**config.mk**
```make
export PLATFORM = sky130hd
export DESIGN_NAME = dispatch_ctrl
export DESIGN_NICKNAME = d
export VERILOG_FILES = /design/src/rtl/dispatch_ctrl_pkg.sv /design/src/rtl/dispatch_ctrl_iq_fifo.sv /design/src/rtl/dispatch_ctrl.sv
export SDC_FILE = /design/constraint.sdc
export NUM_CORES = 1
export LEC_CHECK = 0
export ABC_AREA = 0
export BUFFER_PORTS_ARGS = -buffer_cell sky130_fd_sc_hd__buf_2
export CAP_MARGIN = 10
export CORE_ASPECT_RATIO = 0.5
export CORE_MARGIN = 5
export CORE_UTILIZATION = 55
export CTS_CLUSTER_SIZE = 24
export DETAILED_ROUTE_END_ITERATION = 16
export GPL_ROUTABILITY_DRIVEN = 0
export PLACE_DENSITY = 0.73
export SYNTH_ARGS = -nofsm -noshare
export SYNTH_HDL_FRONTEND = slang
export SYNTH_SLANG_ARGS = --single-unit
```
**constraint.sdc**
```tcl
create_clock -name clk -period 14.4 [get_ports clk]
set_input_delay 2.16 -clock clk [delete_from_list [all_inputs] [get_ports clk]]
set_output_delay 2.16 -clock clk [all_outputs]
set_load 0.02 [all_outputs]
```
**src/rtl/dispatch_ctrl_pkg.sv**
```systemverilog
// ============================================================================
// dispatch_ctrl_pkg : shared bus widths, opcodes and queue entry type.
// Rev 1.0
// ============================================================================
`default_nettype none

package dispatch_ctrl_pkg;

   localparam int       INST_W           = 32;
   localparam int       ADDR_W           = 32;
   localparam int       IQ_DEPTH_DEFAULT = 8;
   localparam logic     NOT_JUMP         = 1'b0;
   localparam logic [6:0] OP_LOAD        = 7'b0000011;
   localparam logic [6:0] OP_STORE       = 7'b0100011;

   typedef struct packed {
      logic [INST_W-1:0] inst;
      logic [ADDR_W-1:0] pc;
      logic              pd;
   } iq_entry_t;

   // Loads and stores go to the LSB; everything else competes for the RS.
   function automatic logic is_mem(input logic [INST_W-1:0] inst);
      return (inst[6:0] == OP_LOAD) || (inst[6:0] == OP_STORE);
   endfunction

endpackage

`default_nettype wire

```
**src/rtl/dispatch_ctrl_iq_fifo.sv**
```systemverilog
// ============================================================================
// iq_fifo : circular instruction queue with head/tail pointers and count.
// Rev 1.0
// ============================================================================
`default_nettype none

module iq_fifo
   import dispatch_ctrl_pkg::*;
#(
   parameter int DEPTH = IQ_DEPTH_DEFAULT
) (
   input  logic      clk,
   input  logic      rst,
   input  logic      rdy,
   input  logic      clr,
   input  logic      wr_en,
   input  iq_entry_t wr_data,
   input  logic      rd_en,
   output iq_entry_t rd_data,
   output logic      empty,
   output logic      full
);

   localparam int PTR_W = $clog2(DEPTH);
   localparam int CNT_W = PTR_W + 1;

   logic [PTR_W-1:0] r_head;
   logic [PTR_W-1:0] r_tail;
   logic [CNT_W-1:0] r_count;
   iq_entry_t        r_mem [DEPTH];

   logic w_do_wr;
   logic w_do_rd;

   assign full    = (r_count == CNT_W'(DEPTH));
   assign empty   = (r_count == '0);
   assign w_do_wr = wr_en && !full;
   assign w_do_rd = rd_en && !empty;
   assign rd_data = r_mem[r_head];

   always_ff @(posedge clk) begin
      if (rst) begin
         r_head  <= '0;
         r_tail  <= '0;
         r_count <= '0;
      end else if (rdy) begin
         if (clr) begin
            r_head  <= '0;
            r_tail  <= '0;
            r_count <= '0;
         end else begin
            if (w_do_wr) r_tail <= r_tail + PTR_W'(1);
            if (w_do_rd) r_head <= r_head + PTR_W'(1);
            case ({w_do_wr, w_do_rd})
               2'b10:   r_count <= r_count + CNT_W'(1);
               2'b01:   r_count <= r_count - CNT_W'(1);
               default: r_count <= r_count;
            endcase
         end
      end
   end

   // Storage is deliberately left unreset; count alone defines validity.
   always_ff @(posedge clk) begin
      if (rdy && !clr && w_do_wr) r_mem[r_tail] <= wr_data;
   end

endmodule

`default_nettype wire

```
**src/rtl/dispatch_ctrl.sv**
```systemverilog
// ============================================================================
// dispatch_ctrl : in-order instruction queue feeding the decoder, stalled by
//                 ROB / RS / LSB back-pressure.  Rev 1.0
// ============================================================================
`default_nettype none

module dispatch_ctrl
   import dispatch_ctrl_pkg::*;
#(
   parameter int IQ_DEPTH = IQ_DEPTH_DEFAULT
) (
   input  logic              clk,
   input  logic              rst,
   input  logic              rdy,
   input  logic              iIF_en,
   input  logic [INST_W-1:0] iIF_inst,
   input  logic [ADDR_W-1:0] iIF_pc,
   input  logic              iIF_pd,
   output logic              oIF_full,
   input  logic              iROB_full,
   input  logic              iRS_full,
   input  logic              iLSB_full,
   input  logic              iROB_clr,
   output logic              oDEC_en,
   output logic [INST_W-1:0] oDEC_inst,
   output logic [ADDR_W-1:0] oDEC_pc,
   output logic              oDEC_pd
);

   iq_entry_t w_wr_data;
   iq_entry_t w_head;
   logic      w_empty;
   logic      w_full;
   logic      w_head_mem;
   logic      w_dispatch;

   assign w_wr_data = '{inst: iIF_inst, pc: iIF_pc, pd: iIF_pd};

   iq_fifo #(
      .DEPTH (IQ_DEPTH)
   ) u_fifo (
      .clk     (clk),
      .rst     (rst),
      .rdy     (rdy),
      .clr     (iROB_clr),
      .wr_en   (iIF_en),
      .wr_data (w_wr_data),
      .rd_en   (w_dispatch),
      .rd_data (w_head),
      .empty   (w_empty),
      .full    (w_full)
   );

   assign oIF_full   = w_full;
   assign w_head_mem = is_mem(w_head.inst);

   // Only the head is examined, so a stalled head blocks everything behind it.
   assign w_dispatch = rdy && !w_empty && !iROB_clr && !iROB_full &&
                       (w_head_mem ? !iLSB_full : !iRS_full);

   always_ff @(posedge clk) begin
      if (rst) begin
         oDEC_en   <= 1'b0;
         oDEC_inst <= '0;
         oDEC_pc   <= '0;
         oDEC_pd   <= NOT_JUMP;
      end else if (rdy) begin
         oDEC_en <= w_dispatch;
         if (w_dispatch) begin
            oDEC_inst <= w_head.inst;
            oDEC_pc   <= w_head.pc;
            oDEC_pd   <= w_head.pd;
         end
      end
   end

endmodule

`default_nettype wire

```
==> impl_metrics.tcl, run 1 <==
set metrics [dict create \
    synth-seq-cells 599 \
    grt-busiest-layer "met2" \
    met3_usage_pct 3.436 \
    cp.required_ns 14.81 \
    die_height_um 153.3 \
    cp-start-kind "flip-flop" \
    p_int_uw 2686 \
    worst_pin_slew_ns 1.089 \
    rsz0062_at_grt "no" \
    yosysMostFrequentCell "edfxtp_1" \
    ant_nets 0 \
    leakage_uw 0.007995 \
    slew_viol_final 0 \
    cts_max_level 2 \
    worst_setup_path_end_kind "flip-flop" \
    drt_pass1_iterations 4 \
    initial_core_util_pct 55.82 \
    grt_pass1_wl_mm 68.18 \
    drive_gt1_share_pct 33.25 \
    antenna_found_initial 6 \
    timing.final.ws_setup_ns 9.408 \
    via_per_inst 5.884 \
    regArea_sq_mm 0.01721 \
    port_buffers 139 \
    syn_inst 1078 \
    postCtsResizedCells 0 \
    grt_pass1_vias 11380 \
    status "complete, no violations" \
    cts_buffer_depth 3 \
    crit_type "flip-flop to flip-flop" \
    vias 10640 \
    hold_path_depth 2 \
    maxSlewHeadroom_pct 27.38 \
    min_period_ns 4.992 \
    routed_wl_mm 43.58 \
    switching_share_pct 18.95 \
    fmax_ghz 0.2003 \
    worstPathMaxFanout 50 \
    hold_path_startpoint "oDEC_inst[1]" \
    seqPwrFrac_pct 57.2 \
    peakVddDrop_mv 0.08573 \
    synth_top_cell_area_share_pct 69.13 \
    tns_ns 0 \
    pwr-share-clk_pct 40.9 \
    preCtsSetupSlack_ns 9.363 \
    clk_latency_ns 0.56 \
    route.detailed.drc 0 \
    syn_nets 1156 \
    power.density_mw_per_mm2 129.9 \
    cap_violations 0 \
    syn_area_per_cell_sq_um 20.95 \
    clk_pin_slew_ns 0.07 \
    cts_root_buf "clkbuf_16" \
    fillers 2725 \
    synth-warning-count 0 \
    rr_endpoint "u_fifo.r_count[3]" \
    grt_max_degree 129 \
    grt_use_total_pct 19.57 \
    async_flop_share_pct 0 \
    ys_types 45 \
    min_to "oDEC_inst[1]" \
    cts_tree "yes" \
    combPwrFrac_pct 2.0 \
    power.switching_uw 628.2 \
    die_x_um 296.6 \
    worst-endpoint-arrival_ns 5.40 \
    min_path_type "flip-flop to flip-flop" \
    grtUsageMet1_pct 26.34 \
    rows 52 \
    post_cts_buffers 0 \
    cts.sinks 599 \
    area_growth_pct 12.99 \
    period_share_pct 34.67 \
    skew_ns 0.01723 \
    synth_flop_cell "edfxtp_1" \
    die-area_sq_mm 0.04547 \
    ys_top_cells_by_area "edfxtp_1 (69%), mux4_2 (13%), dfxtp_1 (7.0%)" \
    multi_input_area_sq_mm 0.005155 \
    grt-ovfl-total 0 \
    initialDrtViolationCount 924 \
    synth_seq_area_share_pct 76.13 \
    ios 140 \
    r2r_setup_slack_ns 9.41 \
    syn-cell-area_sq_mm 0.02259 \
    synth_edf_count 520 \
    core_sq_mm 0.04047 \
    dpl.hpwl_mm 22.84 \
    fin_nets 1301 \
    cts_hold_buf 0 \
    r2r_cells 12 \
    routedWlPerCell_um 24.11 \
    met2_usage_pct 33.64 \
    yosysTopAreaCell "edfxtp_1" \
    synthTopCellsByCount "edfxtp_1 (520), mux4_2 (130), nor2_1 (84)" \
    setup_viol 0 \
    hold_viol_final 0 \
    cts_buffers 51 \
]
## power groups by stage
| stage | sequential, uW | clock, uW | combinational (uW) |
|---|---|---|---|
| 2_1_floorplan | 1940 | 0 | 26.5 |
| 3_3_place_gp | 1930 | 0 | 61.6 |
| 3_5_place_dp | 1930 | 0 | 65.2 |
| 4_1_cts | 1890 | 1380 | 65.5 |
| 5_1_grt | 1890 | 1460 | 71.1 |
| 6_report | 1890 | 1350 | 64.8 |
## cells in the final DEF (no fill, tap or decap), drive strengths merged, types with 6 or more instances in the layout
| cell type | synthesis | layout |
|---|---|---|
| nand3 | 7 | 7 |
| a211oi | 60 | 60 |
| mux2 | 7 | 7 |
| a21oi | 9 | 9 |
| clkinv | 0 | 14 |
| dfxtp | 79 | 79 |
| nand2b | 6 | 6 |
| edfxtp | 520 | 520 |
| buf | 25 | 154 |
| nand2 | 7 | 7 |
| nor3 | 9 | 9 |
| clkbuf | 37 | 73 |
| nor4b | 6 | 6 |
| mux4 | 130 | 130 |
| mux2i | 59 | 59 |
| nor2 | 84 | 84 |
## layer usage
| layer | wire length (um) | vias up | part of all wire, % |
|---|---|---|---|
| met1 | 18100 | 5617 | 42 |
| met5 | 13 | - | 0.030 |
| met4 | 817 | 2 | 1.9 |
| li1 | - | 4731 | - |
| met2 | 22820 | 227 | 52 |
| met3 | 1830 | 62 | 4.2 |
## registers in the layout, summed over array words and instances (netlist names), named ones only
| signal | flops |
|---|---|
| u_fifo.r_head | 3 |
| u_fifo.r_tail | 3 |
| oDEC_inst | 32 |
| u_fifo.r_count | 4 |
| oDEC_pd | 1 |
| u_fifo.r_mem | 520 |
| oDEC_en | 1 |
| oDEC_pc | 32 |
## metrics by stage
step | utilization, % | power (uW) | hold slack (ns) | std cells | area, sq um
after global placement | 58.95 | 1993 | 0.4680 | 1710 | 23860
after floorplan | - | 1962 | 0.4625 | 1078 | 22590
final | 63.07 | 3315 | 0.4922 | 1808 | 25520
after CTS | 63.04 | 3342 | 0.4947 | 1803 | 25510
after global routing | 63.07 | 3430 | 0.5205 | 1808 | 25520
after detailed placement | 58.95 | 1998 | 0.4795 | 1710 | 23860
## layout make-up
cell class | count | area share [%]
Inverter | 2 | 0.02941
Multi-Input combinational cell | 415 | 20.20
Sequential cell | 599 | 67.42
Antenna cell | 5 | 0.04902
Tap cell | 540 | 2.647
Clock buffer | 73 | 5.687
Clock inverter | 20 | 0.7942
Timing Repair Buffer | 154 | 3.177
## worst max-delay path by stage
stage	startpoint	end	slack, ns
2_1_floorplan	iROB_clr	u_fifo.r_mem[0][0]	6.63
3_3_place_gp	iROB_clr	u_fifo.r_count[3]	9.42
6_report	flip-flop	u_fifo.r_count[3]	9.41
3_5_place_dp	iROB_clr	u_fifo.r_count[3]	9.36
5_1_grt	flip-flop	u_fifo.r_count[3]	8.87
4_1_cts	flip-flop	u_fifo.r_count[3]	9.34
## cells by family after synthesis
group,Yosys count,synth area share (%)
AO/OA/AOI/OAI,82,3.501
XOR/XNOR,2,0.07756
adder cells (fa/ha/maj),5,0.3102
buffers and inverters,64,1.352
flip-flops,599,76.13
multiplexers,196,15.94
AND/OR/NAND/NOR,130,2.687
## critical path: stages, from the launching register on
cell	delay, ns
dfxtp_4	0.75
buf_4	0.86
mux4_2	0.59
mux2_2	0.30
nor4b_2	0.18
a211o_2	0.44
a21oi_1	0.48
ha_1	0.34
a21o_1	0.18
a21oi_1	0.24
nor2_1	0.09
a22oi_1	0.22
o221ai_1	0.16
Power figures use the tool's default switching activity.
==> run 2, diff against run 1 <==
--- a/config.mk
+++ b/config.mk
@@ -5,7 +5,7 @@
 export SDC_FILE = /design/constraint.sdc
 export NUM_CORES = 1
 export LEC_CHECK = 0
-export ABC_AREA = 0
+export ABC_AREA = 1
 export BUFFER_PORTS_ARGS = -buffer_cell sky130_fd_sc_hd__buf_2
 export CAP_MARGIN = 10
 export CORE_ASPECT_RATIO = 0.5
==> constraint.sdc (replaced) <==
create_clock -name clk -period 5 [get_ports clk]
set_input_delay 0.75 -clock clk [delete_from_list [all_inputs] [get_ports clk]]
set_output_delay 0.75 -clock clk [all_outputs]
set_load 0.02 [all_outputs]
==> impl_metrics.tcl, run 2 <==
set metrics [dict create \
    setup_viol 0 \
    drive_gt1_share_pct 14.33 \
    crit_type "flip-flop to flip-flop" \
    rsz0062_at_grt "no" \
    synth_edf_count 520 \
    timing.final.ws_setup_ns 1.266 \
    initial_core_util_pct 56.04 \
    syn-cell-area_sq_mm 0.02279 \
    cp_common_cell "nand2_1" \
    peakVddDrop_mv 0.2517 \
    layout_commonest_cell "edfxtp_1" \
    die_height_um 153.9 \
    maxSlewHeadroom_pct 22.37 \
    critPathMaxStageDelay_ns 0.84 \
    path_depth 20 \
    postCtsResizedCells 0 \
    top_register "u_fifo.r_mem" \
    fin_nets 1837 \
    via_per_inst 6.077 \
    port_buffers 139 \
    cts_max_level 2 \
    die_x_um 297.9 \
    r2r_cells 20 \
    power_uw 9393 \
    synth-warning-count 0 \
    cp_top_family "simple AND/OR/NAND/NOR gates" \
    period_share_pct 74.68 \
    cts.sinks 599 \
    cp-start-kind "flip-flop" \
    power.density_mw_per_mm2 368.9 \
    hold_path_depth 1 \
    async_flop_share_pct 0 \
    ant_nets 0 \
    synth_seq_area_share_pct 75.46 \
    cp.required_ns 5.50 \
    ys_top_cells_by_area "edfxtp_1 (69%), dfxtp_1 (6.9%), a21oi_1 (5.5%)" \
    cts_root_buf "clkbuf_16" \
    synthTopCellsByCount "edfxtp_1 (520), nand2_1 (325), a21oi_1 (249)" \
    regArea_sq_mm 0.01721 \
    multi_input_area_sq_mm 0.004920 \
    cts_buffers 51 \
    cts_hold_buf 0 \
    die-area_sq_mm 0.04585 \
    worstPathMaxFanout 160 \
    skew_ns 0.03302 \
    layout_common_cells "edfxtp_1 (520), nand2_1 (325), a21oi_1 (249), buf_2 (139), a221o_1 (118)" \
    drt_pass1_iterations 6 \
    worst_setup_path_end_kind "flip-flop" \
    fin_hold_ws_ns 0.4288 \
    status "complete, no violations" \
    synth_flop_cell "edfxtp_1" \
    routed_wl_mm 51.77 \
    cts_buffer_depth 3 \
    dpl.hpwl_mm 25.80 \
    grt_pass1_wl_mm 80.10 \
    crit_slowest_cell "dfxtp_4" \
    area_growth_pct 11.74 \
    min_period_ns 3.734 \
    grt_max_degree 199 \
    initialDrtViolationCount 1703 \
    tns_ns 0 \
    leakage_uw 0.009329 \
    ios 140 \
    cp_cell_sequence "inv_8 > nand2_1 > nand3_1 > nand2_1 > nand2_1 > nand2_1 > nand2_1 > nor2_4 > nand2_1 > nand2_1 > nand4_1 > inv_1 > ha_1 > a21oi_1 > nand2_1 > xor2_1 > nand3_1 > nand2_1 > nand3_1 > a21oi_1" \
    preCtsSetupSlack_ns 1.311 \
    routedWlPerCell_um 22.08 \
    worst_pin_slew_ns 1.164 \
    route.detailed.drc 0 \
    grt_pass1_vias 14010 \
    antenna_found_initial 4 \
    path_buf_inv 2 \
    syn_nets 1746 \
    instances_no_fill 2345 \
    slew_viol_final 0 \
    grt-ovfl-total 0 \
    synth-seq-cells 599 \
    fillers 2940 \
    clk_latency_ns 0.59 \
    synth_top_cell_area_share_pct 68.52 \
    place_inst 2246 \
    worst-endpoint-arrival_ns 4.24 \
    grt_use_total_pct 22.01 \
    cts_tree "yes" \
    syn_inst 1668 \
    largest_reg_flops 520 \
    layout_top_registers "u_fifo.r_mem x520, oDEC_inst x32, oDEC_pc x32" \
    fmax_ghz 0.2678 \
    hold_viol_final 0 \
    ys_types 30 \
    vias 14250 \
    cap_violations 0 \
    min_path_type "primary input to flip-flop" \
    syn_area_per_cell_sq_um 13.66 \
    yosysTopAreaCell "edfxtp_1" \
    yosysMostFrequentCell "edfxtp_1" \
    core_sq_mm 0.04066 \
    clk_pin_slew_ns 0.07 \
    post_cts_buffers 0 \
    rows 52 \
]
[run 2: cell count changes in the layout (fill, tap and decap cells not counted), moves of 59 or more]
cell,previous run,this run
mux2i_1,59,0
nand2_1,6,325
a31oi_1,0,63
o21ai_0,2,63
a21oi_1,9,249
a221o_1,1,118
nor2_1,78,14
mux4_2,130,0
[run 2: cell families (layout without fill, tap and decap cells)]
logic type | count (synthesis) | in the layout | synth area share (%)
AO/OA/AOI/OAI | 507 | 507 | 14.13
XOR/XNOR | 3 | 3 | 0.1153
adder cells (fa/ha/maj) | 5 | 5 | 0.3075
buffers and inverters | 166 | 299 | 3.217
flip-flops | 599 | 599 | 75.46
other | 0 | 4 | 0
AND/OR/NAND/NOR | 388 | 388 | 6.775
[run 2: power breakdown]
| group | total (uW) | leakage [uW] | internal [uW] | switching, uW |
|---|---|---|---|---|
| Clock | 3720 | 0.000748 | 1980 | 1740 |
| Sequential | 5460 | 0.00532 | 5450 | 12.8 |
| Combinational | 207 | 0.00326 | 62.2 | 145 |
[run 2: area by class of cell]
| type | instances | area share [%] |
|---|---|---|
| antenna | 4 | 0.03931 |
| clock buffer | 68 | 5.341 |
| clock inverter | 27 | 0.7469 |
| inverter | 45 | 0.7075 |
| multi-input combinational | 903 | 19.32 |
| sequential | 599 | 67.58 |
| tap | 540 | 2.653 |
| timing repair buffer | 159 | 3.616 |
[run 2: per-stage QoR]
step	utilization, %	instance area [sq um]
after floorplan	-	22790
after global placement	58.78	23900
after detailed placement	58.78	23900
after CTS	62.60	25450
after global routing	62.62	25460
final	62.62	25460
[run 2: routing by layer]
layer / share of wire (%) / GRT usage, %
met1: 42 / 30.99
met2: 49 / 36.56
met3: 7.2 / 3.424
met4: 1.6 / 5.798
met5: 0 / 0
[run 2: path summary, 6_finish.rpt]
path                startpoint  slack (ns)                  end
setup / recovery     flip-flop        1.27    u_fifo.r_count[3]
hold / removal    iIF_inst[26]        0.43  u_fifo.r_mem[3][59]
setup reg to reg     flip-flop        1.27    u_fifo.r_count[3]
hold reg to reg        oDEC_en        0.46              oDEC_en
==> run 3, diff against run 2 <==
--- a/config.mk
+++ b/config.mk
@@ -10,11 +10,11 @@
 export CAP_MARGIN = 10
 export CORE_ASPECT_RATIO = 0.5
 export CORE_MARGIN = 5
-export CORE_UTILIZATION = 55
+export CORE_UTILIZATION = 54
 export CTS_CLUSTER_SIZE = 24
 export DETAILED_ROUTE_END_ITERATION = 16
 export GPL_ROUTABILITY_DRIVEN = 0
-export PLACE_DENSITY = 0.73
+export PLACE_DENSITY = 0.75
 export SYNTH_ARGS = -nofsm -noshare
 export SYNTH_HDL_FRONTEND = slang
 export SYNTH_SLANG_ARGS = --single-unit
==> constraint.sdc (replaced) <==
create_clock -name clk -period 3.1 [get_ports clk]
set_input_delay 0.465 -clock clk [delete_from_list [all_inputs] [get_ports clk]]
set_output_delay 0.465 -clock clk [all_outputs]
set_load 0.02 [all_outputs]
==> impl_metrics.tcl, run 3 (same netlist as run 2, synthesis figures left out) <==
set metrics [dict create \
    via_per_inst 5.940 \
    critPathMaxStageDelay_ns 0.83 \
    cts_tree "yes" \
    cts_root_buf "clkbuf_16" \
    period_share_pct 93.89 \
    regArea_sq_mm 0.01721 \
    cts.sinks 599 \
    slew_viol_final 0 \
    area_growth_pct 14.09 \
    power.density_mw_per_mm2 588.6 \
    worst_setup_path_end_kind "flip-flop" \
    die_x_um 300.5 \
    cp.required_ns 3.60 \
    maxSlewHeadroom_pct 30.65 \
    instances_no_fill 2414 \
    cap_violations 0 \
    cp_cell_sequence "buf_12 > buf_4 > buf_4 > a21oi_1 > a221o_1 > a31oi_1" \
    multi_input_area_sq_mm 0.004949 \
    top_register "u_fifo.r_mem" \
    fillers 3018 \
    largest_reg_flops 520 \
    route.detailed.drc 0 \
    hold_path_startpoint "iIF_inst[13]" \
    cp_top_family "buffers and inverters" \
    die_height_um 155.3 \
    setup_viol 0 \
    rr_endpoint "oDEC_pc[18]" \
    path_buf_inv 3 \
    min_period_ns 2.911 \
    grt_pass1_wl_mm 79.40 \
    ant_nets 0 \
    dpl.hpwl_mm 27.66 \
    hold_viol_final 0 \
    rsz0062_at_grt "no" \
    place_inst 2309 \
    timing.final.ws_setup_ns 0.1894 \
    initialDrtViolationCount 1373 \
    min_path_type "primary input to flip-flop" \
    r2r_cells 6 \
    grt_pass1_vias 13850 \
    leakage_uw 0.009556 \
    clk_pin_slew_ns 0.07 \
    cp_common_cell "buf_4" \
    hold_path_depth 1 \
    drt_pass1_iterations 6 \
    drive_gt1_share_pct 16.42 \
    worstPathMaxFanout 84 \
    antenna_found_initial 5 \
    grt_max_degree 95 \
    initial_core_util_pct 54.46 \
    fin_nets 1869 \
    grt_use_total_pct 21.83 \
    r2r_setup_slack_ns 0.19 \
    status "complete, no violations" \
    core_sq_mm 0.04184 \
    cp-start-kind "flip-flop" \
    cts_hold_buf 0 \
    vias 14340 \
    crit_type "flip-flop to flip-flop" \
    ios 140 \
    routed_wl_mm 52.05 \
    preCtsSetupSlack_ns 0.1990 \
    cts_max_level 2 \
    die-area_sq_mm 0.04666 \
    cts_buffer_depth 3 \
    worst_pin_slew_ns 1.040 \
    fmax_ghz 0.3436 \
    peakVddDrop_mv 0.3742 \
    cts_buffers 50 \
    clk_latency_ns 0.59 \
    worst-endpoint-arrival_ns 3.41 \
    port_buffers 139 \
    min_to "u_fifo.r_mem[2][46]" \
    crit_slowest_cell "buf_4" \
    rows 53 \
    grt-ovfl-total 0 \
    layout_top_registers "u_fifo.r_mem x520, oDEC_inst x32, oDEC_pc x32" \
    skew_ns 0.02405 \
    routedWlPerCell_um 21.56 \
    layout_common_cells "edfxtp_1 (520), nand2_1 (325), a21oi_1 (248), buf_2 (139), a221o_1 (118)" \
    layout_commonest_cell "edfxtp_1" \
]
-- run 3: changes by cell type in the layout (fill, tap and decap cells not counted), moves of 3 or more --
cell,previous run,this run
buf_12,6,16
buf_4,14,34
clkbuf_1,15,11
clkbuf_8,2,9
clkinv_1,7,4
clkinv_2,12,6
clkinvlp_4,5,9
-- run 3: what timing repair did --
action / CTS / global route
endpoints found under the hold margin: 0 / 0
buffers inserted: 0 / 7
endpoints found under the setup margin: 0 / 18
resized for setup: 0 / 10
-- run 3: per-stage QoR --
stage	hold slack, ns	TNS (ns)	power (uW)	instance area [sq um]	util (%)
after floorplan	0.4481	-99.44	9137	22810	-
after global placement	0.4540	0	9313	24250	57.96
after detailed placement	0.4577	0	9323	24250	57.96
after CTS	0.1084	0	15380	25880	61.85
after global routing	0.1211	0	15750	26000	62.14
final	0.1397	0	15300	26000	62.14
-- run 3: power breakdown --
group | switching, uW | internal (uW) | leakage, uW
Clock | 2800 | 3350 | 0.000770
Sequential | 17.0 | 8790 | 0.00532
Combinational | 236 | 109 | 0.00346
Total | 3050 | 12300 | 0.00956
-- run 3: final cells by class --
class                      instances  area share (%)
multi-input combinational        903           19.03
antenna                            4         0.03850
sequential                       599           66.17
clock inverter                    23          0.7074
tap                              577           2.777
inverter                          45          0.7266
timing repair buffer             192           5.005
clock buffer                      71           5.544
-- run 3: per-layer routing --
metal  vias up  global-route usage, %  share of wire [%]
met5         -                      0              0.021
met3        88                  3.235                7.2
met4         2                  7.313                2.5
met1      7084                  29.71                 40
met2       622                  36.79                 50
li1       6544                      -                  -
-- run 3: how the worst max path moves through the flow --
stage                                  from                 end  slack, ns  cells after the start
after global routing              flip-flop   u_fifo.r_count[3]       0.02                     22
after detailed placement          flip-flop         oDEC_pc[22]       0.20                      5
final                             flip-flop         oDEC_pc[18]       0.19                      6
after CTS                         flip-flop         oDEC_pc[18]       0.15                      5
after floorplan           u_fifo.r_count[0]  u_fifo.r_mem[0][0]      -0.20                      6
after global placement            flip-flop       oDEC_inst[17]       0.27                      5
-- run 3: worst reg2reg max path, cell delays in order, from the launching register on --
cell and delay, ns:
dfxtp_4 0.37, buf_12 0.13, buf_4 0.69, buf_4 0.89, a21oi_1 0.21, a221o_1 0.37
a31oi_1 0.18
